## config.mk

```make
export PLATFORM = sky130hd
export DESIGN_NAME = arb_requester
export DESIGN_NICKNAME = d
export VERILOG_FILES = /design/src/rtl/arb_requester.sv
export SDC_FILE = /design/constraint.sdc
export NUM_CORES = 1
export LEC_CHECK = 0
export CORE_ASPECT_RATIO = 0.8
export CORE_MARGIN = 3
export CORE_UTILIZATION = 52
export CTS_BUF_LIST = sky130_fd_sc_hd__clkbuf_2 sky130_fd_sc_hd__clkbuf_4 sky130_fd_sc_hd__clkbuf_8
export CTS_CLUSTER_DIAMETER = 150
export DETAILED_ROUTE_END_ITERATION = 10
export PLACE_DENSITY = 0.88
export REMOVE_ABC_BUFFERS = 1
export SLEW_MARGIN = 20
export SYNTH_ARGS = -nofsm -noshare
export SYNTH_HDL_FRONTEND = slang
export SYNTH_SLANG_ARGS = --single-unit
```

## constraint.sdc

```tcl
create_clock -name clock -period 2.38 [get_ports clock]
set_clock_uncertainty 0.15 [all_clocks]
set_input_delay 0.238 -clock clock [delete_from_list [all_inputs] [get_ports clock]]
set_output_delay 0.238 -clock clock [all_outputs]
set_load 0.05 [all_outputs]
```

## src/rtl/arb_requester.sv

```systemverilog
// -----------------------------------------------------------------------------
// arb_requester
//
// Client-side agent for one requester port of a two-requester arbiter. Jobs
// offered on the job_* interface are held in a small FIFO. Each queued job
// becomes one req/gnt transaction. While the grant is held, the agent emits
// a burst of job_len+1 beats. The request is then dropped for one cycle so
// the arbiter can rotate to the other port.
//
// Optional feature (compile-time macro REQ_TIMEOUT_EN):
//   When the macro is defined, a wait counter bounds how long req may stay
//   high without a grant. Once the bound is hit, the head job is dropped and
//   err is pulsed. When the macro is undefined, no counter exists and REQ
//   waits for gnt indefinitely.
//
// Parameters:
//   LEN_W    width of job_len and beat_idx
//   DEPTH    job queue depth in entries (power of 2, >= 2)
//   TIMEOUT  max cycles req stays high without gnt (only with REQ_TIMEOUT_EN)
//
// Ports:
//   clock       in   single clock, all logic on the rising edge
//   reset       in   synchronous, active-low reset
//   job_valid   in   a job is offered this cycle
//   job_len     in   burst length minus one (0 -> 1 beat)
//   job_ready   out  queue can accept a job (not full)
//   gnt         in   grant from the arbiter for this port
//   req         out  request to the arbiter
//   beat_valid  out  one transfer beat this cycle
//   beat_idx    out  0-based index of the current beat
//   done        out  one-cycle pulse, burst completed normally
//   err         out  one-cycle pulse, burst aborted (preempted or timed out)
//   busy        out  FSM not idle or queue not empty
// -----------------------------------------------------------------------------
module arb_requester #(
    parameter int LEN_W   = 4,
    parameter int DEPTH   = 4,
    parameter int TIMEOUT = 15
) (
    input  logic             clock,
    input  logic             reset,
    input  logic             job_valid,
    input  logic [LEN_W-1:0] job_len,
    output logic             job_ready,
    input  logic             gnt,
    output logic             req,
    output logic             beat_valid,
    output logic [LEN_W-1:0] beat_idx,
    output logic             done,
    output logic             err,
    output logic             busy
);

    // -------------------------------------------------------------------------
    // Local types and constants
    // -------------------------------------------------------------------------
    localparam int PTR_W = (DEPTH > 1) ? $clog2(DEPTH) : 1;
    localparam int CNT_W = PTR_W + 1;
    localparam logic [CNT_W-1:0] FULL_CNT = CNT_W'(DEPTH);

    typedef enum logic [1:0] {
        ST_IDLE    = 2'd0,
        ST_REQ     = 2'd1,
        ST_XFER    = 2'd2,
        ST_RELEASE = 2'd3
    } state_e;

    // -------------------------------------------------------------------------
    // State
    // -------------------------------------------------------------------------
    state_e             state_q, state_d;
    logic [LEN_W-1:0]   len_q, len_d;
    logic [LEN_W-1:0]   beat_idx_q, beat_idx_d;
    // Exit cause carried into RELEASE: 1 = aborted (err), 0 = completed (done).
    logic               abort_q, abort_d;

    logic [LEN_W-1:0]   mem_q [DEPTH];
    logic [LEN_W-1:0]   mem_d [DEPTH];
    logic [PTR_W-1:0]   wr_ptr_q, wr_ptr_d;
    logic [PTR_W-1:0]   rd_ptr_q, rd_ptr_d;
    logic [CNT_W-1:0]   count_q, count_d;

    logic               push;
    logic               pop;
    logic               q_empty;
    logic               timeout_hit;

    // -------------------------------------------------------------------------
    // Queue status. job_ready depends only on the registered count, so no
    // input reaches an output combinationally.
    // -------------------------------------------------------------------------
    assign q_empty   = (count_q == '0);
    assign job_ready = (count_q != FULL_CNT);
    assign push      = job_valid && job_ready;

    // -------------------------------------------------------------------------
    // Optional REQ wait counter
    // -------------------------------------------------------------------------
`ifdef REQ_TIMEOUT_EN
    localparam int WAIT_W = (TIMEOUT > 1) ? $clog2(TIMEOUT) : 1;
    localparam logic [WAIT_W-1:0] WAIT_LAST = WAIT_W'(TIMEOUT - 1);

    logic [WAIT_W-1:0] wait_q, wait_d;

    // Fires in the TIMEOUT-th REQ cycle; the FSM lets a grant override it.
    assign timeout_hit = (state_q == ST_REQ) && (wait_q == WAIT_LAST);

    always_comb begin
        wait_d = wait_q;
        // Held at zero outside REQ so every REQ entry starts a fresh count.
        if (state_q != ST_REQ) begin
            wait_d = '0;
        end else if (!gnt) begin
            wait_d = wait_q + 1'b1;
        end
    end

    always_ff @(posedge clock) begin
        if (!reset) begin
            wait_q <= '0;
        end else begin
            wait_q <= wait_d;
        end
    end
`else
    assign timeout_hit = 1'b0;

    // TIMEOUT has no effect in this build; fold it into a sink so the
    // parameter is still referenced.
    logic unused_timeout_cfg;
    assign unused_timeout_cfg = (TIMEOUT >= 1);
`endif

    // -------------------------------------------------------------------------
    // FSM next-state logic
    // -------------------------------------------------------------------------
    // NOTE: every signal written here gets a default first, so no path leaves
    // it unassigned and no latch is inferred.
    always_comb begin
        state_d    = state_q;
        len_d      = len_q;
        beat_idx_d = beat_idx_q;
        abort_d    = abort_q;
        pop        = 1'b0;

        case (state_q)
            ST_IDLE: begin
                if (!q_empty) begin
                    state_d = ST_REQ;
                end
            end

            ST_REQ: begin
                // The grant is checked first so it wins over a timeout in
                // the same cycle.
                if (gnt) begin
                    pop        = 1'b1;
                    len_d      = mem_q[rd_ptr_q];
                    beat_idx_d = '0;
                    state_d    = ST_XFER;
                end else if (timeout_hit) begin
                    pop     = 1'b1;
                    abort_d = 1'b1;
                    state_d = ST_RELEASE;
                end
            end

            ST_XFER: begin
                if (!gnt) begin
                    // Preempted: the remaining beats are dropped.
                    abort_d = 1'b1;
                    state_d = ST_RELEASE;
                end else if (beat_idx_q == len_q) begin
                    abort_d = 1'b0;
                    state_d = ST_RELEASE;
                end else begin
                    beat_idx_d = beat_idx_q + 1'b1;
                end
            end

            ST_RELEASE: begin
                // One cycle with req low so the arbiter can rotate.
                state_d = ST_IDLE;
            end

            default: begin
                state_d = ST_IDLE;
            end
        endcase
    end

    // -------------------------------------------------------------------------
    // Queue next-state logic
    // -------------------------------------------------------------------------
    always_comb begin
        mem_d    = mem_q;
        wr_ptr_d = wr_ptr_q;
        rd_ptr_d = rd_ptr_q;
        count_d  = count_q;

        if (push) begin
            mem_d[wr_ptr_q] = job_len;
            wr_ptr_d        = wr_ptr_q + 1'b1;
        end

        // A pop only happens when leaving REQ, which is entered with a
        // non-empty queue, so the queue cannot underflow.
        if (pop) begin
            rd_ptr_d = rd_ptr_q + 1'b1;
        end

        case ({push, pop})
            2'b10:   count_d = count_q + 1'b1;
            2'b01:   count_d = count_q - 1'b1;
            default: count_d = count_q;
        endcase
    end

    // -------------------------------------------------------------------------
    // Registers
    // -------------------------------------------------------------------------
    // NOTE: sequential state uses non-blocking assignments so every flop
    // samples its _d value from before the edge, independent of block order.
    always_ff @(posedge clock) begin
        if (!reset) begin
            state_q    <= ST_IDLE;
            len_q      <= '0;
            beat_idx_q <= '0;
            abort_q    <= 1'b0;
            wr_ptr_q   <= '0;
            rd_ptr_q   <= '0;
            count_q    <= '0;
        end else begin
            state_q    <= state_d;
            len_q      <= len_d;
            beat_idx_q <= beat_idx_d;
            abort_q    <= abort_d;
            wr_ptr_q   <= wr_ptr_d;
            rd_ptr_q   <= rd_ptr_d;
            count_q    <= count_d;
        end
    end

    // NOTE: the queue storage is deliberately not reset; clearing count and
    // pointers empties the queue, and an entry is only read after a write.
    always_ff @(posedge clock) begin
        mem_q <= mem_d;
    end

    // -------------------------------------------------------------------------
    // Moore outputs, decoded from registered state only
    // -------------------------------------------------------------------------
    assign req        = (state_q == ST_REQ) || (state_q == ST_XFER);
    assign beat_valid = (state_q == ST_XFER);
    assign beat_idx   = beat_valid ? beat_idx_q : '0;
    assign done       = (state_q == ST_RELEASE) && !abort_q;
    assign err        = (state_q == ST_RELEASE) && abort_q;
    assign busy       = (state_q != ST_IDLE) || !q_empty;

endmodule

```

# == Word-level counts from Yosys, hierarchy flattened ==
# Index checks and enable logic that the tools add are counted.
# word_totals
register_bits,34
latchBits,0
mem_bits_rw,0
mem_bits_ro,0
input_bits,8
out_inout_bits,10
wordCells,72
mem_count,0
# op_classes
add_sub_neg,5
mul,0
n_div,0
n_lt_le_gt_ge,3
eq_ne,13
shift,0
mux,21
bitwise_logic,2
reduce_logical,17
# op_table
cell,count
$mux W4,7
$bwmux W16,1
$bmux W4 S2,1
$demux W4 S2,1
$mux W2,4
$ne A2 B2 Y1 const B,4
$pmux W2 S4,1
$pmux W4 S2,1
$eq A2 B2 Y1 const B,3
$ge A3 B3 Y1 const B,2
$not A2 Y3,2
$pmux W3 S2,1
$reduce_bool A2 Y1,3
$add A2 B1 Y2 const B,2
$add A4 B1 Y4 const B,1
$eq A2 B1 Y1 const B,2
$eq A4 B4 Y1,1
$logic_and A1 B1 Y1,4
$mux W1,4
$reduce_and A2 Y1,2
$reduce_and A4 Y1,1
$add A3 B1 Y3 const B,1
$logic_not A3 Y1,1
$lt A3 B1 Y1 const B,1
8 further kinds,10

# == Depth between registers and ports, before layout ==
# depth
ltp_word,6
ltp_mapped,9
ltp_nobuf,9

# == Least setup slack after synthesis ==
# OpenSTA, ideal clock, no wires.
# synth_timing
kind,register to register
from,reg count_q[0]
to,reg count_q[2]
setup_time_ps,70
arrival_ps,2282
required_time_ps,2160
slack_ps,-121
stages_incl_launch_ff,9
n_path_buf,0
period_less_slack_ps,2501
cell_sequence,dfxtp_1 or3b_1 and2_4 inv_2 ha_1 fa_1 xnor2_1 or3_1 a21oi_1
# synth_via
elab_chain_cells,4
elab_cells_between_ends,8
classes_between,add/sub (2); eq/ne (3); mux (1); reduce/logical (2)
# synth_lines
element,line,text
"start, declared",81,"logic [CNT_W-1:0] count_q, count_d;"
"start signal, assigned",240,count_q <= count_d;
$ne A3 B3 Y1 (*),93,assign job_ready = (count_q != FULL_CNT);
net job_ready,44,"output logic job_ready,"
$logic_and A1 B1 Y1 (*),94,assign push = job_valid && job_ready;
$eq A2 B1 Y1 / $eq A2 B2 Y1 (equally long branches),212,"case ({push, pop})"
$pmux W3 S2 / $reduce_bool A2 Y1 (equally long branches),-,
# The timed path passes the listed nets; every way through them passes the cells marked *.
# A chain may end at the register's enable or synchronous reset.

# == Final worst setup path ==
# layout_timing
from,reg state_q[0]
to,out req
# layout_via
elab_chain_cells,2
elab_cells_between_ends,3
classes_between,eq/ne (2); reduce/logical (1)
# layout_lines
element,line,text
"start, declared",71,"state_e state_q, state_d;"
"start signal, assigned",234,state_q <= state_d;
$eq A2 B1 Y1 / $eq A2 B2 Y1 (equally long branches),253,assign req = (state_q == ST_REQ) || (state_q == ST_XFER);
$logic_or A1 B1 Y1 (*),253,
"end, declared",46,"output logic req,"
# Mark *: on every way between the ends. The rest lies on a longest branch, timed or not.

==> key figures <==
Detailed routing
  • Highest metal used: met4
  • WL met3: approximately 130 µm
  • Post-route ant nets: 0
  • DRC: 0
  • Wirelength per Cell: about 15 µm
  • Final wirelength: 3068 µm
  • Vias per cell: 5.605
  • Drt initial violations: around 110
  • Via count: about 1,100
  • DR WL met2: around 1500 µm
  • First-pass detailed-route iteration total: 4
  • WL met1: about 1400 µm

Die
  • Initial core utilization: 0.5719
  • # IOs: 18
  • Die Ht: 56.64 µm
  • Die Area: between 0.003 and 0.004 mm²
  • # rows: 17
  • Core ar.: approximately 0.003 mm²
  • Die X: slightly below 70 µm

Clocking
  • Clk slew on worst S/H paths: ~0.070 ns
  • Clk Latency, worst-skew pair: between 0.2 and 0.3 ns
  • Post-CTS setup buffer count: 0
  • CTS tree: done
  • TritonCTS sink count: 34
  • Deepest clock path buffer count: 2
  • H-tree Lvls: 2
  • Clock Tree Root: clkbuf_8
  • CTS Buf Count: 5

Yosys
  • Synth top area cells: edfxtp_1 (29%), dfxtp_1 (22%), ha_1 (8.3%), mux4_2 (5.4%), xnor2_2 (3.9%)
  • Yosys top cell area share: 0.2883
  • Mean post-synth cell area: around 12 µm²
  • Sequential share of the synthesized area: 0.5045
  • Synth cell types: 40
  • Dominant synthesized flop cell: dfxtp_1
  • Async SR Flop Fraction: 0
  • Synth warn: 0
  • Post-synth top cells: dfxtp_1 (18), edfxtp_1 (16), nand2_1 (15)
  • Synth Instances: 142
  • Netlist Area Pre-Place: approximately 0.0017 mm²
  • Yosys reg bits: 34
  • Post-synth top area cell: edfxtp_1
  • Post-synth EDFFs: 16
  • Top-count cell post-synth: dfxtp_1

Pwr
  • Pwr Density: 1000 mW/mm²
  • Power Total: between 0.0015 and 0.002 W
  • VDD IR-drop max: about 0.0011 V
  • Pleak: approximately 0.75 nW

Global route
  • GRT overflow: 0
  • Largest net degree at the start of global routing: 17
  • Overall Global Routing Usage: 0.1774
  • Vias in the first global route: around 1,100
  • Wire length of the first global-routing pass: 5333 µm
  • Antenna violations before repair: 0

Run
  • Max-Cap Viols: 0

Timing
  • Slew Limit Headroom: 0.6263
  • RSZ-0062 raised after global routing: no
  • Final Cycle Share: 0.9523
  • Crit path time final: 2.266 ns
  • Final Hold Vio Count: 0
  • Setup WS post-layout: around 0.11 ns
  • Highest clock rate: around 0.44 GHz
  • Final setup vio count: 0
  • Worst slew pin tran: roughly 0.56 ns
  • Final Slew Violations: 0

Place
  • PortBufs: 17
  • Pre-CTS setup slack: -0.0006732 ns
  • Placer Congestion: around 0.83
  • DP HPWL: 2258 µm
  • Post-DP Area: around 0.0019 mm²

Layout
  • # nets final: approximately 190
  • Fillers: around 210
  • ANT cells: 0
  • Area growth from synthesis to layout: 18.47%
  • Final instance area: slightly below 0.002 mm²
  • Layout cell share with drive strength beyond 1: 0.1976

Critical path
  • Critical path, cell by cell: inv_1, ha_1, clkdlybuf4s50_1
  • Crit start category: flop
  • Reg2reg path depth: 8
  • Crit path DAT: about 1.9 ns
  • Reg2reg setup slack: about 0.11 ns
  • Worst Path Max Fanout: 4
  • Worst endpoint required time: 1.99 ns
  • CP Capture Type: output pin
  • Crit-path slowest cell: clkdlybuf4s50_1
  • Worst stage delay on the critical path: ~0.8 ns
  • Crit Path Class: reg2out

Worst hold path
  • Hold depth: 2
  • Worst min path class: reg2reg

Run status
  • Status: completed
-- cell type report --
class                           instances  area [µm²]  share of cell area
Multi-Input combinational cell         96       780.7              0.3954
Sequential cell                        34       842.1              0.4265
Timing Repair Buffer                   21       186.4             0.09442
Inverter                                9       33.78             0.01711
Clock buffer                            7       83.83             0.04246
Tap cell                               38       47.55             0.02408
-- critical path, delay by kind of cell, from the launching register on --
| family | cells | cell delay (ns) |
|---|---|---|
| fa+ha+maj | 1 | 0.31 |
| buf+inv | 2 | 0.91 |
| flops | 1 | 0.37 |
-- cells by family after synthesis --
| kind of cell | after synthesis | synth area share |
|---|---|---|
| fa+ha+maj | 12 | 0.09459 |
| buf+inv | 12 | 0.02853 |
| flops | 34 | 0.5045 |
| mux | 6 | 0.06607 |
| simple gates | 47 | 0.1562 |
| xor+xnor | 9 | 0.06532 |
| compound gates | 22 | 0.08484 |
-- flip-flops by register name, indices dropped and copies added, names as in the netlist --
signal and count:
state_q 2, wr_ptr_q 2, beat_idx_q 4, len_q 4, rd_ptr_q 2, mem_q 16
abort_q 1, count_q 3
-- final timing paths --
path / from / endpoint
max: state_q[0] / req
max reg2reg: count_q[0] / count_q[2]
min reg2reg: len_q[2] / len_q[2]
min: len_q[2] / len_q[2]
-- power by group --
group	switching [W]	internal (W)	total, W
clock network	0.000195	0.000224	0.000419
logic	0.000463	0.000308	0.000771
registers	0.0000839	0.000701	0.000785
total	0.000742	0.00123	0.00197
-- per-layer routing --
layer	track usage	up-vias
met5	0	-
li1	-	550
met3	0.07156	7
met4	0.05850	0
met1	0.2295	573
met2	0.2717	19
-- timing repair --
item / 4_1_cts / 5_1_grt
setup endpoints to repair: 1 / 1
hold buffers: 0 / 0
resized for setup: 1 / 2
-- per-stage QoR --
stage	utilization	hold slack (ns)	TNS, ns	cells
floorplan	-	0.1869	-0.1238	139
global placement	0.6479	0.3307	0	198
detailed placement	0.6479	0.3351	-0.0006732	198
CTS	0.6763	0.3440	0	205
global route	0.6775	0.3652	0	205
finish	0.6775	0.3403	0	205
-- cell usage in the layout (no fill, tap or decap), types with 2 or more instances in the layout --
cell type,n
dfxtp_1,17
edfxtp_1,16
nand2_1,15
ha_1,11
clkdlybuf4s50_1,11
a21oi_1,10
buf_4,9
inv_1,8
nor2_1,8
and2_1,5
clkbuf_8,5
and3_1,4
mux4_2,4
xnor2_2,4
o21ai_0,3
xor2_1,3
nand4_1,2
xnor2_1,2
mux2i_1,2
nand3_1,2
clkbuf_4,2
Power figures use the tool's default switching activity.
